**src/rtl/dmem_bridge.sv**
```systemverilog
// Bridges the single-cycle core data port onto a valid/ready data-memory bus.
// Optional bus watchdog enabled by defining DMEM_BRIDGE_TIMEOUT_EN.
module dmem_bridge #(
    parameter int ADDR_W         = 32,
    parameter int TIMEOUT_CYCLES = 256
) (
    input  logic              clk,
    input  logic              rst_n,
    input  logic [ADDR_W-1:0] core_addr,
    input  logic [31:0]       core_wdata,
    input  logic              core_we,
    input  logic              core_re,
    input  logic [2:0]        core_funct3,
    output logic [31:0]       core_rdata,
    output logic              core_stall,
    output logic              misalign_err,
    output logic              bus_req_valid,
    input  logic              bus_req_ready,
    output logic [ADDR_W-1:0] bus_addr,
    output logic              bus_we,
    output logic [31:0]       bus_wdata,
    output logic [3:0]        bus_wstrb,
    input  logic              bus_rsp_valid,
    input  logic [31:0]       bus_rdata,
    output logic              bus_err
);

    typedef enum logic [1:0] {IDLE, REQ, WAIT, DONE} state_t;

    if (TIMEOUT_CYCLES < 2) begin : g_bad_timeout
        $error("TIMEOUT_CYCLES must be at least 2");
    end

    state_t            state_q, state_d;
    logic              bus_req_valid_q, bus_req_valid_d;
    logic [ADDR_W-1:0] bus_addr_q, bus_addr_d;
    logic              bus_we_q, bus_we_d;
    logic [31:0]       bus_wdata_q, bus_wdata_d;
    logic [3:0]        bus_wstrb_q, bus_wstrb_d;
    logic [2:0]        funct3_q, funct3_d;
    logic [1:0]        addr_lo_q, addr_lo_d;
    logic [31:0]       core_rdata_q, core_rdata_d;

    logic req, aligned, accept, rsp_take, tmo_hit;

    function automatic logic [31:0] lane_wdata(input logic [31:0] wd, input logic [2:0] f3);
        case (f3[1:0])
            2'b00:   return {4{wd[7:0]}};
            2'b01:   return {2{wd[15:0]}};
            default: return wd;
        endcase
    endfunction

    function automatic logic [3:0] lane_wstrb(input logic [1:0] lo, input logic [2:0] f3);
        case (f3[1:0])
            2'b00:   return 4'b0001 << lo;
            2'b01:   return 4'b0011 << lo;
            default: return 4'b1111;
        endcase
    endfunction

    function automatic logic [31:0] extend_load(input logic [31:0] word, input logic [1:0] lo,
                                                input logic [2:0] f3);
        logic [31:0] shifted;
        logic [7:0]  b;
        logic [15:0] h;
        shifted = word >> {lo, 3'b000};
        b       = shifted[7:0];
        h       = lo[1] ? word[31:16] : word[15:0];
        case (f3[1:0])
            2'b00:   return f3[2] ? {24'b0, b} : {{24{b[7]}}, b};
            2'b01:   return f3[2] ? {16'b0, h} : {{16{h[15]}}, h};
            default: return word;
        endcase
    endfunction

    assign req = core_we | core_re;

    always_comb begin
        case (core_funct3[1:0])
            2'b00:   aligned = 1'b1;
            2'b01:   aligned = ~core_addr[0];
            2'b10:   aligned = (core_addr[1:0] == 2'b00);
            default: aligned = 1'b0;
        endcase
    end

    assign accept   = (state_q == REQ) && bus_req_valid_q && bus_req_ready;
    assign rsp_take = (state_q == WAIT) && bus_rsp_valid;

`ifdef DMEM_BRIDGE_TIMEOUT_EN
    localparam int TMO_W = (TIMEOUT_CYCLES > 2) ? $clog2(TIMEOUT_CYCLES) : 1;

    logic [TMO_W-1:0] tmo_cnt_q, tmo_cnt_d;
    logic             bus_err_q, bus_err_d;
    logic             in_flight;

    assign in_flight = (state_q == REQ) || (state_q == WAIT);
    assign tmo_hit   = in_flight && (tmo_cnt_q == TMO_W'(TIMEOUT_CYCLES - 1));

    // Counter is zero whenever idle, so it starts from zero on every REQ entry.
    always_comb begin
        tmo_cnt_d = in_flight ? tmo_cnt_q + TMO_W'(1) : '0;
        bus_err_d = tmo_hit && !accept && !rsp_take;
    end

    always_ff @(posedge clk or negedge rst_n) begin
        if (!rst_n) begin
            tmo_cnt_q <= '0;
            bus_err_q <= 1'b0;
        end else begin
            tmo_cnt_q <= tmo_cnt_d;
            bus_err_q <= bus_err_d;
        end
    end

    assign bus_err = bus_err_q;
`else
    assign tmo_hit = 1'b0;
    assign bus_err = 1'b0;
`endif

    always_comb begin
        state_d         = state_q;
        bus_req_valid_d = bus_req_valid_q;
        bus_addr_d      = bus_addr_q;
        bus_we_d        = bus_we_q;
        bus_wdata_d     = bus_wdata_q;
        bus_wstrb_d     = bus_wstrb_q;
        funct3_d        = funct3_q;
        addr_lo_d       = addr_lo_q;
        core_rdata_d    = core_rdata_q;
        core_stall      = 1'b0;
        misalign_err    = 1'b0;
        case (state_q)
            IDLE: begin
                if (req && aligned) begin
                    core_stall      = 1'b1;
                    bus_addr_d      = {core_addr[ADDR_W-1:2], 2'b00};
                    addr_lo_d       = core_addr[1:0];
                    bus_we_d        = core_we;
                    funct3_d        = core_funct3;
                    bus_wdata_d     = lane_wdata(core_wdata, core_funct3);
                    bus_wstrb_d     = core_we ? lane_wstrb(core_addr[1:0], core_funct3) : 4'b0000;
                    bus_req_valid_d = 1'b1;
                    state_d         = REQ;
                end else if (req) begin
                    misalign_err = 1'b1;
                    core_rdata_d = '0;
                end
            end
            REQ: begin
                core_stall = 1'b1;
                if (accept) begin
                    bus_req_valid_d = 1'b0;
                    if (bus_we_q) begin
                        core_rdata_d = '0;
                        state_d      = DONE;
                    end else begin
                        state_d = WAIT;
                    end
                end else if (tmo_hit) begin
                    bus_req_valid_d = 1'b0;
                    core_rdata_d    = '0;
                    state_d         = DONE;
                end
            end
            WAIT: begin
                core_stall = 1'b1;
                if (rsp_take) begin
                    core_rdata_d = extend_load(bus_rdata, addr_lo_q, funct3_q);
                    state_d      = DONE;
                end else if (tmo_hit) begin
                    core_rdata_d = '0;
                    state_d      = DONE;
                end
            end
            default: state_d = IDLE;
        endcase
    end

    always_ff @(posedge clk or negedge rst_n) begin
        if (!rst_n) begin
            state_q         <= IDLE;
            bus_req_valid_q <= 1'b0;
            bus_addr_q      <= '0;
            bus_we_q        <= 1'b0;
            bus_wdata_q     <= '0;
            bus_wstrb_q     <= '0;
            funct3_q        <= '0;
            addr_lo_q       <= '0;
            core_rdata_q    <= '0;
        end else begin
            state_q         <= state_d;
            bus_req_valid_q <= bus_req_valid_d;
            bus_addr_q      <= bus_addr_d;
            bus_we_q        <= bus_we_d;
            bus_wdata_q     <= bus_wdata_d;
            bus_wstrb_q     <= bus_wstrb_d;
            funct3_q        <= funct3_d;
            addr_lo_q       <= addr_lo_d;
            core_rdata_q    <= core_rdata_d;
        end
    end

    assign core_rdata    = core_rdata_q;
    assign bus_req_valid = bus_req_valid_q;
    assign bus_addr      = bus_addr_q;
    assign bus_we        = bus_we_q;
    assign bus_wdata     = bus_wdata_q;
    assign bus_wstrb     = bus_wstrb_q;

endmodule

```
**config.mk**
```make
export PLATFORM = sky130hd
export DESIGN_NAME = dmem_bridge
export DESIGN_NICKNAME = d
export VERILOG_FILES = /design/src/rtl/dmem_bridge.sv
export SDC_FILE = /design/constraint.sdc
export NUM_CORES = 1
export LEC_CHECK = 0
export CAP_MARGIN = 15
export CORE_MARGIN = 10
export CORE_UTILIZATION = 30
export DETAILED_ROUTE_END_ITERATION = 6
export GPL_ROUTABILITY_DRIVEN = 1
export PLACE_DENSITY_LB_ADDON = 0.05
export SYNTH_ARGS = -nofsm -noshare
export SYNTH_HDL_FRONTEND = slang
export SYNTH_SLANG_ARGS = --single-unit
```
**constraint.sdc**
```tcl
create_clock -name clk -period 2.7 [get_ports clk]
set_clock_uncertainty 0.2 [all_clocks]
set_input_delay 0.54 -clock clk [delete_from_list [all_inputs] [get_ports clk]]
set_output_delay 0.54 -clock clk [all_outputs]
set_load 0.02 [all_outputs]
```
==> out/metrics.csv <==
metric,value,unit
"top cells by count, synth","nand2_1 (155), dfrtp_1 (107), o21ai_0 (45), mux2i_1 (44), clkbuf_1 (30)",
CP Max Fanout,4,
total number of yosys warnings,0,
"Seq/Total Area, Yosys",0.515,
Leak,3.59,nW
share of layout cells above drive strength 1,0.0799,
die area,23000,µm²
Fillers,1680,
Placed Cells,971,
PD cells,1070,nW/µm²
# rows,48,
num ports,210,
global placement routability congestion,0.866,
DRC violations left,0,
Main synth FF type,dfrtp_1,
Min-Delay Path Class,register to register,
largest net degree at the start of global routing,100,
Worst slew margin,0.378,
max capacitance violation total,0,
crit start category,input port,
worst hold slack,0.277,ns
fin. max-slew vios,0,
Crit Path Category,input port to output pin,
Synth Instances,550,
CP required,1.96,ns
CTS tree,yes,
Initial Util,0.303,
setup TNS,0,ns
status,"finished, final reports clean",
n_diodes,0,
CTS Buf Count,9,
Yosys top cell area share,0.515,
vias in the first global route,5067,
Die Wd,152,µm
unrepaired setup endpoints after global routing,no,
synthesis-to-layout area growth,53.3,%
Port Buffers,206,
HPWL after DPL,13.8,mm
TritonCTS Sinks,107,
Final Setup Violations,0,
crit path DAT,1.91,ns
clk slew on worst S/H paths,0.07,ns
most frequent cell after synthesis,nand2_1,
largest area contributor in the netlist,dfrtp_1,
initial antenna violation count,0,
Yosys reg bits,107,
final core utilization,0.464,
Final min period,2.65,ns
Fin. Hold Viols,0,
first-pass GRT wire length,27.7,mm
DRT Pass-1 Iters,4,
syn_area_per_cell,9.46,µm²
Post-synth EDFFs,0,
Non-Filler Instances,988,
fin nets,867,
endpoint class of the critical path,output pin,
clk root buf,clkbuf_16,
clock tree buffer depth,2,
DR WL/cell,18.3,µm
Post-Synthesis Cell Area,5200,µm²
H-tree levels,3,
clk_lat worst skew,0.35,ns
synth top area cells,"dfrtp_1 (51%), nand2_1 (11%), mux2i_1 (8.5%)",
GR Overflow Total,0,
Max VDD drop,0.431,mV
routed vias,4783,
fmax,378,MHz
post-route clock period utilization,0.980,
synth unique cells,39,
DRT Wirelength,18.1,mm
Via density,4.84,
CORE AREA,17200,µm²
Worst-Margin Slew,0.929,ns
Async SR Flop Fraction,1.00,
initial drt markers,233,
Die Y,152,µm
Final ANT Viol Nets,0,
gr usage total,0.155,
## what timing repair did
item	in CTS	in global routing
hold buffers	1	0
endpoints found under the setup margin	25	12
pin swaps	0	1
gates resized for setup	10	6
cloned	0	0
buffers inserted	0	0
hold endpoints to repair	32	0
## cell families after synthesis
kind of cell | Yosys count | synth area share
buffers and inverters | 50 | 0.0428
AOI/OAI and AO/OA | 132 | 0.173
muxes | 49 | 0.0955
other | 1 | 0.000721
adders and majority gates | 4 | 0.00962
DFF | 107 | 0.515
and+or+nand+nor | 207 | 0.164
## placed cells by master, fill, tap and decap left out, drive strengths merged, types with 4 or more instances in the layout
cell	instances
buf	34
o221ai	13
clkbuf	11
nand3	6
o21ai	46
nor2b	11
dfrtp	107
mux2	5
inv	7
o31ai	13
o2bb2ai	17
and2	6
a21oi	13
clkdlybuf4s50	203
mux2i	44
nand2	155
a22oi	17
ha	4
nor2	19
## flip-flops by register name, indices dropped and copies added, names as in the netlist
register and cells:
bus_we 1, bus_addr 30, bus_wstrb 4, bus_req_valid 1, bus_wdata 32, funct3_q 3
addr_lo_q 2, state_q 2, core_rdata 32
## power by group
part           internal, W  total, W  switching (W)  leakage, nW
combinational      0.00213   0.00468        0.00255         2.08
clock             0.000637   0.00127       0.000631        0.127
sequential         0.00221   0.00260       0.000389         1.37
total              0.00498   0.00855        0.00357         3.59
## final cells by class
cell class                 instances  area (µm²)  area share
tap                              225         282      0.0353
sequential                       107        2680       0.336
clock inverter                     6        51.3     0.00643
clock buffer                      10         229      0.0287
timing repair buffer             239        2360       0.296
inverter                           6        22.5     0.00282
multi-input combinational        395        2350       0.295
## worst paths after layout
path / start / to / slack (ns) / cells after the start
worst max-delay path: core_addr[1] / core_stall / 0.05 / 5
worst min-delay path: bus_wdata[5] / bus_wdata[5] / 0.28 / 2
worst max register to register: state_q[0] / core_rdata[31] / 0.29 / 9
worst min register to register: bus_wdata[5] / bus_wdata[5] / 0.28 / 2
max in group asynchronous: rst_n / bus_wstrb[1] / 1.15 / 3
min in group asynchronous: rst_n / core_rdata[27] / 0.52 / 2
## worst max-delay path, stage by stage
cell and delay (ns):
clkdlybuf4s50_1 0.42, or3_4 0.44, a21o_4 0.24, a21oi_4 0.11
buf_4 0.16
## per-stage QoR
step / cell area (µm²) / total power (W) / worst slack (ns)
6_report: 7980 / 0.00855 / 0.0528
5_1_grt: 7980 / 0.00917 / 0.00246
4_1_cts: 7970 / 0.00868 / 0.00494
3_5_place_dp: 7670 / 0.00737 / -0.671
3_3_place_gp: 7660 / 0.00729 / -0.563
2_1_floorplan: 5220 / 0.00516 / 0.0375
## metal layers
| metal | track usage | part of all wire | up-vias | wire, µm |
|---|---|---|---|---|
| met4 | 0.0343 | 0.0065 | 0 | 118 |
| met1 | 0.183 | 0.41 | 2325 | 7430 |
| met3 | 0.0731 | 0.099 | 7 | 1780 |
| li1 | - | - | 2316 | - |
| met5 | 0 | 0 | - | 0 |
| met2 | 0.250 | 0.48 | 135 | 8740 |
(Power assumes the default switching activity.)
